--- config.mk ---
export PLATFORM = sky130hd
export DESIGN_NAME = sc_regen_multi_flat
export DESIGN_NICKNAME = d
export VERILOG_FILES = /design/src/rtl/sc_regen_multi_if.sv /design/src/rtl/sc_regen_multi.sv /design/src/flat_wrapper.sv
export SDC_FILE = /design/constraint.sdc
export NUM_CORES = 1
export LEC_CHECK = 0
export ABC_AREA = 1
export CORE_MARGIN = 1
export CORE_UTILIZATION = 46
export DETAILED_ROUTE_END_ITERATION = 8
export GPL_TIMING_DRIVEN = 1
export HOLD_SLACK_MARGIN = 0.12
export PLACE_DENSITY = 0.65
export REMOVE_ABC_BUFFERS = 1
export SLEW_MARGIN = 20
export SYNTH_ARGS = -nofsm -noshare
export SYNTH_HDL_FRONTEND = slang
export SYNTH_SLANG_ARGS = --single-unit
--- constraint.sdc ---
create_clock -name clk -period 2.1 [get_ports clk]
set_input_delay 0.42 -clock clk [delete_from_list [all_inputs] [get_ports clk]]
set_output_delay 0.42 -clock clk [all_outputs]
set_load 0.02 [all_outputs]
--- src/rtl/sc_regen_multi_if.sv ---
`default_nettype none
// ============================================================================
// Module   : sc_regen_multi_if
// Brief    : Sample/regenerated-bit bus for the stochastic bitstream regenerator.
//            count_out exists only when SC_REGEN_COUNT_OUT_EN is defined.
// Revision : 1.0 - initial release
// ============================================================================
interface sc_regen_multi_if #(
   parameter int WIDTH    = 5,
   parameter int CHANNELS = 2
);
   logic                  in_valid;
   logic [CHANNELS-1:0]   in_bits;
   logic                  mode;
   logic [CHANNELS-1:0]   out_bits;
   logic                  out_valid;
   logic                  window_done;
`ifdef SC_REGEN_COUNT_OUT_EN
   logic [CHANNELS*(WIDTH+1)-1:0] count_out;

   modport master (output in_valid, in_bits, mode,
                   input  out_bits, out_valid, window_done, count_out);
   modport slave  (input  in_valid, in_bits, mode,
                   output out_bits, out_valid, window_done, count_out);
`else
   modport master (output in_valid, in_bits, mode,
                   input  out_bits, out_valid, window_done);
   modport slave  (input  in_valid, in_bits, mode,
                   output out_bits, out_valid, window_done);
`endif
endinterface
`default_nettype wire

--- src/rtl/sc_regen_multi.sv ---
`default_nettype none
// ============================================================================
// Module   : sc_regen_multi
// Brief    : Multi-channel stochastic bitstream regenerator. Counts ones per
//            2^WIDTH-sample window and re-emits that count in the next window
//            ordered by a bit-reversed (optionally per-channel rotated) phase.
//            Optional count_out port: define SC_REGEN_COUNT_OUT_EN.
// Revision : 1.0 - initial release
// ============================================================================
module sc_regen_multi #(
   parameter int WIDTH    = 5,
   parameter int CHANNELS = 2
) (
   input  logic                  clk,
   input  logic                  rst,
   sc_regen_multi_if.slave       bus
);
   localparam int               c_CNT_W = WIDTH + 1;
   localparam logic [WIDTH-1:0] c_LAST  = '1;

   logic [WIDTH-1:0]    r_phase;
   logic [c_CNT_W-1:0]  r_acc  [CHANNELS];
   logic [c_CNT_W-1:0]  r_held [CHANNELS];
   logic                r_mode_q;
   logic                r_primed;
   logic [CHANNELS-1:0] r_out_bits;
   logic                r_out_valid;
   logic                r_window_done;

   logic [WIDTH-1:0]    w_rev;
   logic [CHANNELS-1:0] w_hit;

   always_comb begin
      w_rev = '0;
      for (int i = 0; i < WIDTH; i++) begin
         w_rev[i] = r_phase[WIDTH-1-i];
      end
   end

   // Rotation amount is a per-channel constant, so each channel gets fixed wiring.
   for (genvar k = 0; k < CHANNELS; k++) begin : g_ch
      localparam int c_ROT = k % WIDTH;
      logic [WIDTH-1:0] w_rot;
      logic [WIDTH-1:0] w_seq;

      if (c_ROT == 0) begin : g_norot
         assign w_rot = w_rev;
      end else begin : g_rot
         assign w_rot = {w_rev[WIDTH-1-c_ROT:0], w_rev[WIDTH-1:WIDTH-c_ROT]};
      end

      assign w_seq    = r_mode_q ? w_rot : w_rev;
      assign w_hit[k] = {1'b0, w_seq} < r_held[k];
   end

   always_ff @(posedge clk) begin
      if (rst) begin
         r_phase       <= '0;
         r_mode_q      <= 1'b0;
         r_primed      <= 1'b0;
         r_out_bits    <= '0;
         r_out_valid   <= 1'b0;
         r_window_done <= 1'b0;
         for (int k = 0; k < CHANNELS; k++) begin
            r_acc[k]  <= '0;
            r_held[k] <= '0;
         end
      end else begin
         r_window_done <= 1'b0;
         r_out_valid   <= 1'b0;
         if (bus.in_valid) begin
            r_phase     <= r_phase + WIDTH'(1);
            r_out_valid <= r_primed;
            r_out_bits  <= w_hit & {CHANNELS{r_primed}};
            if (r_phase == c_LAST) begin
               // Last sample of the window: fold it straight into the held count.
               for (int k = 0; k < CHANNELS; k++) begin
                  r_held[k] <= r_acc[k] + c_CNT_W'(bus.in_bits[k]);
                  r_acc[k]  <= '0;
               end
               r_mode_q      <= bus.mode;
               r_primed      <= 1'b1;
               r_window_done <= 1'b1;
            end else begin
               for (int k = 0; k < CHANNELS; k++) begin
                  r_acc[k] <= r_acc[k] + c_CNT_W'(bus.in_bits[k]);
               end
            end
         end
      end
   end

   assign bus.out_bits    = r_out_bits;
   assign bus.out_valid   = r_out_valid;
   assign bus.window_done = r_window_done;

`ifdef SC_REGEN_COUNT_OUT_EN
   logic [CHANNELS*c_CNT_W-1:0] w_count;

   always_comb begin
      w_count = '0;
      for (int k = 0; k < CHANNELS; k++) begin
         w_count[k*c_CNT_W +: c_CNT_W] = r_held[k];
      end
   end

   assign bus.count_out = w_count;
`endif

endmodule
`default_nettype wire

--- src/flat_wrapper.sv ---
// flat-port wrapper written by rule: the top's interface ports become plain ports
module sc_regen_multi_flat 
#(
   parameter int WIDTH    = 5,
   parameter int CHANNELS = 2
)
  (clk, rst, bus_in_valid, bus_in_bits, bus_mode, bus_out_bits, bus_out_valid, bus_window_done);
  sc_regen_multi_if #(.WIDTH(WIDTH), .CHANNELS(CHANNELS)) bus_i ();
  input  logic clk;
  input  logic rst;
  input wire logic [$bits(bus_i.in_valid)-1:0] bus_in_valid;
  input wire logic [$bits(bus_i.in_bits)-1:0] bus_in_bits;
  input wire logic [$bits(bus_i.mode)-1:0] bus_mode;
  output wire logic [$bits(bus_i.out_bits)-1:0] bus_out_bits;
  output wire logic [$bits(bus_i.out_valid)-1:0] bus_out_valid;
  output wire logic [$bits(bus_i.window_done)-1:0] bus_window_done;
  assign bus_i.in_valid = bus_in_valid;
  assign bus_i.in_bits = bus_in_bits;
  assign bus_i.mode = bus_mode;
  assign bus_out_bits = bus_i.out_bits;
  assign bus_out_valid = bus_i.out_valid;
  assign bus_window_done = bus_i.window_done;
  sc_regen_multi #(.WIDTH(WIDTH), .CHANNELS(CHANNELS)) u_core (.clk(clk), .rst(rst), .bus(bus_i));
endmodule
## Word-level counts from Yosys, hierarchy flattened

Memory sizes are Yosys's and may differ from the RTL's.
Index checks and enable logic that the tools add are counted.

- Flip-flop bits (word level): 11
- Latch bits: 0
- Bits in writable memories: 24
- Bits in read-only memories: 0
- Input port bits: 6
- Output and inout port bits: 4
- Word-level logic and storage cells: 41
- Memories: 2

Memory list:

| name | words | bits a word | rd ports | clocked after Yosys merged registers in | write ports | line | text |
|---|---|---|---|---|---|---|---|
| u_core.r_acc | 2 | 6 | 2 | 0 | 2 | sc_regen_multi.sv:22 | `logic [c_CNT_W-1:0] r_acc [CHANNELS];` |
| u_core.r_held | 2 | 6 | 2 | 0 | 2 | sc_regen_multi.sv:23 | `logic [c_CNT_W-1:0] r_held [CHANNELS];` |

- $add $sub $neg: 3
- $mul: 0
- Div/mod/pow operators: 0
- Order comparisons: 2
- Equal/unequal tests: 1
- Shift operators: 0
- Muxes and demuxes: 17
- Bitwise gates (word level): 8
- Reductions and logical operators: 2

Operators by type and width:

| operator | number |
|---|---|
| 6-bit two-way mux | 6 |
| 6-bit by 1-bit adder with 6-bit output | 2 |
| 5-bit by 6-bit < comparator with 1-bit output | 2 |
| 1-bit two-way mux | 10 |
| 1-bit bitwise OR | 6 |
| 5-bit by 1-bit adder with 5-bit output, second input constant | 1 |
| 5-bit == test, second input constant | 1 |
| 5-bit two-way mux | 1 |
| 2-bit AND | 1 |
| 2-bit AND reduction | 1 |
| 2-bit OR reduction | 1 |
| 1-bit NOT | 1 |

## Longest topological paths before layout

Gate-level depths: netlist of the first run.

- Depth in word-level cells: 7
- Mapped depth: 10
- Mapped depth without buffers: 10

## Worst setup path after synthesis of the first run

Ideal clock, no wire load.

- Path kind: reg-to-reg
- Start point: reg u_core.r_phase[0]
- End point: mem u_core.r_held[0][0] in the netlist's numbering, enable pin
- Library setup time: 0.353 ns
- Data arrival time: 1.288 ns
- Required time: 1.747 ns
- Path slack: 0.459 ns
- Stages on the path, launching flop included: 7
- Buffers on the path: 0
- Period minus slack after synthesis: 1.641 ns
- Path through: dfxtp_1 ha_1 inv_1 nor3_1 ha_1 nand2_2 nand2_1

RTL lines:

| item | line | text |
|---|---|---|
| start, declared | sc_regen_multi.sv:21 | `logic [WIDTH-1:0] r_phase;` |
| start signal, assigned | sc_regen_multi.sv:72 | `r_phase <= r_phase + WIDTH'(1);` |
| end, declared | sc_regen_multi.sv:23 |  |

==> metrics.cfg, run 1 <==
[finish]
drive_gt1_share_pct=11.11
final_common_cell=inv_1
final_cell_mix=inv_1, nand2_1, nor2_1
nNetsFinal=217
area_growth_pct=13.24
antennaDiodeCount=0

[critical_path]
cpLargestDelayFamily=simple AND/OR/NAND/NOR gates
end_kind=flip-flop
reg2reg_from=u_core.r_phase[0]
crit_buf_inv=1
worst_path_max_delay_cell=dfxtp_1
path_class=reg -> reg
slowest_delay_ns=0.47
startpoint=u_core.r_phase[0]
worstPathMaxFanout=12
cp-start-kind=flip-flop
cp.arrival_ns=1.89
worst-path-stages=7
r2r_cells=7
required_ns=2.12
path_cells=ha_1 -> inv_1 -> nor3_1 -> ha_1 -> nor2_1 -> nand2_1 -> nor2_1

[timing]
worst_pin_slew_ns=0.4238
final-setup-viol-count=0
grt_setup_unrepaired=false
fmax_mhz=535.4
finalCritPeriodShare_pct=88.94
maxSlewHeadroom_pct=71.68
fin_crit_ns=1.868
fin_tns_setup_ns=0
hold_viol_final=0
skew_ns=0.01073
drv_slew=0

[outcome]
outcome=complete, no violations

[global_routing]
grt_pass1_vias=1170
busiest_layer=met2
met1_usage_pct=20.53
grt_pass1_wl_mm=5.099
grt_util_met2_pct=28.32
grt_usage_pct=17.41
antenna_found_initial=0
gr-usage-met3_pct=6.522
grt-ovfl-total=0
grt_max_degree=15

[die]
start_util_pct=50.14
dieArea_um2=4031
dieWidth_um=63.49
io_pins=10
rows=21
core_area_um2=3468
die_height_um=63.49

[synthesis]
yosys.area_share.xor_xnor_pct=4.029
synthMuxAreaShare_pct=0
yosys.area_share.adder_pct=10.07
syn_area_per_cell_um2=9.609
synth_top_family_by_area=simple AND/OR/NAND/NOR gates
syn_area_um2=1739
synth-simple-area-share_pct=18.71
synth_top_area_share_pct=41.44
synth-compound-area-share_pct=5.252
synth-seq-area-share_pct=54.10
synth_cell_types=24
ys_ff_latch=35
synthTopCellsByArea=edfxtp_1, dfxtp_1, ha_1
yosysTopAreaCell=edfxtp_1
ys_warn_count=0
postSynthCellCount=181

[power_and_ir_drop]
power.density_nw_per_um2=688.0
p_total_w=0.001355
power.leakage_nw=0.8337
irDropWorstVdd_mv=0.4292

[drt]
drt-pass1-iter-count=4
final_antenna_net_count=0
drc=0
wl_per_cell_um=11.82
via_count=1181
wl_mm=2.884
vias_per_cell=4.840
drt_iter0_drc=102

[clock_tree]
cts.repair.resized=0
htree_num_levels=2
clk_pin_slew_ns=0.08
cts_root_buffer=clkbuf_8
worstSkewPairLatency_ns=0.29
cts_tree=done
cts_setup_buffers=0
holdBufCountCts=0
clock_path_buffers=2
cts_inserted_buffers=5
cts.sinks=35

[placed_design]
dp_hpwl_mm=2.138
portBuffers=9
gp_congestion=0.8515

[hold_path]
min_path_cells=2
hold_path.class=reg -> reg
worst_hold_startpoint=u_core.r_primed

[run]
drv_cap=0

## logic make-up after synthesis
logic type / after synthesis
buf+inv: 34
xor+xnor: 8
fa+ha+maj: 14
compound gates: 16
simple gates: 74
flops: 35
## worst register-to-register path, cell delays in order (launching register included)
cell	delay, ns
dfxtp_1	0.47
ha_1	0.22
inv_1	0.05
nor3_1	0.13
ha_1	0.21
nor2_1	0.06
nand2_1	0.34
nor2_1	0.11
## final timing paths
kind	end	slack (ns)
setup / recovery	u_core.r_acc[0][2]	0.23
hold / removal	u_core.r_primed	0.46
setup reg to reg	u_core.r_acc[0][2]	0.23
hold reg to reg	u_core.r_primed	0.46
## final cells by class
cell class              count  area, µm²
well taps                  46      57.56
inverters                  32      120.1
clock buffers               5      68.82
fillers                   337       1499
multi-input cells         112      661.9
flip-flops and latches     35      940.9
repair buffers             11      105.1
clock inverters             3      15.01
## synthesized netlist by cell type (all sizes together)
| cell | number |
|---|---|
| nand3 | 6 |
| nor2 | 34 |
| nand2 | 29 |
| xnor2 | 6 |
| buf | 2 |
| edfxtp | 24 |
| xor2 | 2 |
| a31oi | 1 |
| ha | 14 |
| inv | 32 |
| a21oi | 3 |
| a21o | 1 |
| a21boi | 1 |
| nor4 | 1 |
| o21ai | 8 |
| dfxtp | 11 |
| o211ai | 1 |
| a22oi | 1 |
| nor3 | 4 |
## layer usage
layer,routed length (µm),share of wire [%],up-vias
met4,46,1.6,0
met5,0,0,-
met2,1376,48,22
li1,-,-,610
met3,139,4.8,6
met1,1322,46,543
## per-stage QoR
stage	worst slack (ns)	util (%)	std cells	area [µm²]	hold slack, ns
after floorplan	0.4593	-	179	1723	0.4275
after global placement	0.2488	54.37	236	1886	0.4382
after detailed placement	0.1943	54.37	236	1886	0.4450
after CTS	0.2168	56.78	244	1969	0.4587
after global routing	0.01619	56.78	244	1969	0.4753
final	0.2323	56.78	244	1969	0.4570
## state kept, by name (all words and copies together), names as in the netlist
signal	count
u_core.bus.window_done	1
u_core.bus.out_bits	2
u_core.r_held	12
u_core.bus.out_valid	1
u_core.r_primed	1
u_core.r_mode_q	1
u_core.r_phase	5
u_core.r_acc	12
## power breakdown
part / leakage [nW] / internal [W] / switching (W)
Clock: 0.0477 / 0.000227 / 0.000240
Sequential: 0.346 / 0.000764 / 0.0000177
Combinational: 0.440 / 0.0000426 / 0.0000640
Total: 0.834 / 0.00103 / 0.000322
(Power assumes the default switching activity.)
==> run 2: changes to the inputs <==
--- a/config.mk
+++ b/config.mk
@@ -13,6 +13,7 @@
 export HOLD_SLACK_MARGIN = 0.12
 export PLACE_DENSITY = 0.65
 export REMOVE_ABC_BUFFERS = 1
+export SKIP_CTS_REPAIR_TIMING = 1
 export SLEW_MARGIN = 20
 export SYNTH_ARGS = -nofsm -noshare
 export SYNTH_HDL_FRONTEND = slang
==> results of run 2 <==
Same layout as run 1: the final DEF is identical, and so are final timing and power.
==> run 3: changes to the inputs <==
--- a/config.mk
+++ b/config.mk
@@ -11,7 +11,7 @@
 export DETAILED_ROUTE_END_ITERATION = 8
 export GPL_TIMING_DRIVEN = 1
 export HOLD_SLACK_MARGIN = 0.12
-export PLACE_DENSITY = 0.65
+export MAX_ROUTING_LAYER = met4
 export REMOVE_ABC_BUFFERS = 1
 export SKIP_CTS_REPAIR_TIMING = 1
 export SLEW_MARGIN = 20
==> run 3 against run 2 <==
Effect of this change:
- maximum frequency is 6.8% higher
- worst setup slack better by 0.12 ns
- die area unchanged
- hold slack worse by 0.0014 ns
- clock skew fell by 0.0027 ns
- combinational power up 6%
- critical path depth did not move
- wire length fell by 4.8%
- sequential power about the same
- critical path type unchanged
- critical endpoint is now u_core.r_held[0][5]
==> metrics.cfg, run 3 (synthesis results as in run 1) <==
[outcome]
outcome=complete, no violations

[clock_tree]
cts_tree=done
cts_inserted_buffers=5  ; unchanged
htree_num_levels=2  ; unchanged
worstSkewPairLatency_ns=0.28  ; about the same
clock_path_buffers=2  ; unchanged
cts.sinks=35  ; unchanged
cts_root_buffer=clkbuf_8
clk_pin_slew_ns=0.07  ; about the same

[drt]
vias_per_cell=4.706  ; -2.8%
wl_per_cell_um=11.21  ; -5.1%
drc=0  ; unchanged
drt-pass1-iter-count=4  ; unchanged
wl_mm=2.747  ; -4.8%
via_count=1153  ; -2.4%
final_antenna_net_count=0  ; unchanged
drt_iter0_drc=53  ; -48%

[timing]
hold_ws_ns=0.4556  ; -0.001366 ns
drv_slew=0  ; unchanged
maxSlewHeadroom_pct=78.37  ; +6.7 points
fin_tns_setup_ns=0  ; unchanged
skew_ns=0.008074  ; -0.002660 ns
hold_viol_final=0  ; unchanged
finalCritPeriodShare_pct=83.30  ; -5.6 points
setup_ws_ns=0.3506  ; +0.1183 ns
final-setup-viol-count=0  ; unchanged
worst_pin_slew_ns=0.3222  ; -0.1016 ns
fin_crit_ns=1.749  ; -0.1183 ns
fmax_mhz=571.6  ; +6.8%
grt_setup_unrepaired=false

[finish]
fillers=317  ; -5.9%
final_cell_mix=inv_1, nand2_1, nor2_1
largestRegisters=u_core.r_acc: 12 flops, u_core.r_held: 12 flops, u_core.r_phase: 5 flops
final_common_cell=inv_1
nNetsFinal=218  ; +0.46%
final_cells=245  ; +0.41%
area_growth_pct=14.96
drive_gt1_share_pct=10.55  ; -0.56 points
antennaDiodeCount=0  ; unchanged
multi_input_area_um2=661.9  ; unchanged
regArea_um2=940.9  ; unchanged

[placed_design]
dp_hpwl_mm=2.075  ; -3.0%
portBuffers=9  ; unchanged
dp_cells=237  ; +0.42%
gp_congestion=0.8208  ; -3.6%
dp_slack_ns=0.2456  ; +0.05134 ns

[critical_path]
worst_path_max_delay_cell=dfxtp_1
cp-start-kind=flip-flop
slowest_delay_ns=0.45  ; -0.02 ns
end_kind=flip-flop
cp.arrival_ns=1.75  ; -0.14 ns
cp_common_cell=ha_1
path_class=reg -> reg
path_cells=ha_1 -> inv_1 -> nor3_1 -> ha_1 -> nand2_2 -> nand2_1 -> buf_12
worstPathMaxFanout=12  ; unchanged
required_ns=2.10  ; -0.02 ns

[global_routing]
antenna_found_initial=0  ; unchanged
met1_usage_pct=21.36  ; +0.83 points
grt_pass1_vias=1096  ; -6.3%
grt_pass1_wl_mm=4.947  ; -3.0%
grt_util_met2_pct=24.34  ; -4.0 points
grt_max_degree=15  ; unchanged
grt_usage_pct=16.42  ; -1.0 points
gr-usage-met3_pct=3.986  ; -2.5 points
grt-ovfl-total=0  ; unchanged
busiest_layer=met2

[power_and_ir_drop]
p_total_w=0.001360  ; +0.34%
power.leakage_nw=0.8429  ; +1.1%
power.density_nw_per_um2=680.0  ; -1.2%
irDropWorstVdd_mv=0.4423  ; +3.1%

[die]
dieArea_um2=4031  ; unchanged
io_pins=10  ; unchanged
rows=21  ; unchanged
core_area_um2=3468  ; unchanged
die_height_um=63.49  ; unchanged
start_util_pct=50.14  ; unchanged
dieWidth_um=63.49  ; unchanged

[run]
drv_cap=0  ; unchanged

[hold_path]
hold_path.class=reg -> reg

## run 3: metal layers
layer,share of wire [%],routed length [µm]
met4,1.7,47
met1,51,1392
met3,2.9,81
met5,0,0
met2,45,1225
## run 3: layout make-up
type | instances | area share, %
Tap cell | 46 | 2.879
Sequential cell | 35 | 47.06
Multi-Input combinational cell | 112 | 33.10
Clock inverter | 1 | 0.2503
Timing Repair Buffer | 12 | 6.884
Inverter | 32 | 6.007
Clock buffer | 7 | 3.817
## run 3: path summary, 6_finish.rpt
kind	end	startpoint	depth (start not counted)	slack (ns)
min	u_core.bus.out_bits[1]	u_core.bus.out_bits[1]	2	0.46
max reg2reg	u_core.r_held[0][5]	u_core.r_phase[0]	7	0.35
max	u_core.r_held[0][5]	u_core.r_phase[0]	7	0.35
min reg2reg	u_core.bus.out_bits[1]	u_core.bus.out_bits[1]	2	0.46
## run 3: critical path: cells and delay by family (launching register included)
family | cells | cell delay (ns)
flip-flops | 1 | 0.45
adder cells (fa/ha/maj) | 2 | 0.43
AND/OR/NAND/NOR | 3 | 0.39
buffers and inverters | 2 | 0.21
## run 3: through the flow
step                utilization [%]  cell area [µm²]
floorplan                         -             1723
global placement              55.30             1918
detailed placement            55.30             1918
CTS                           57.65             1999
global route                  57.65             1999
finish                        57.65             1999
## run 3: where the power goes
| part | switching, W | internal (W) |
|---|---|---|
| clock network | 0.000232 | 0.000233 |
| registers | 0.0000176 | 0.000764 |
| logic | 0.0000646 | 0.0000485 |
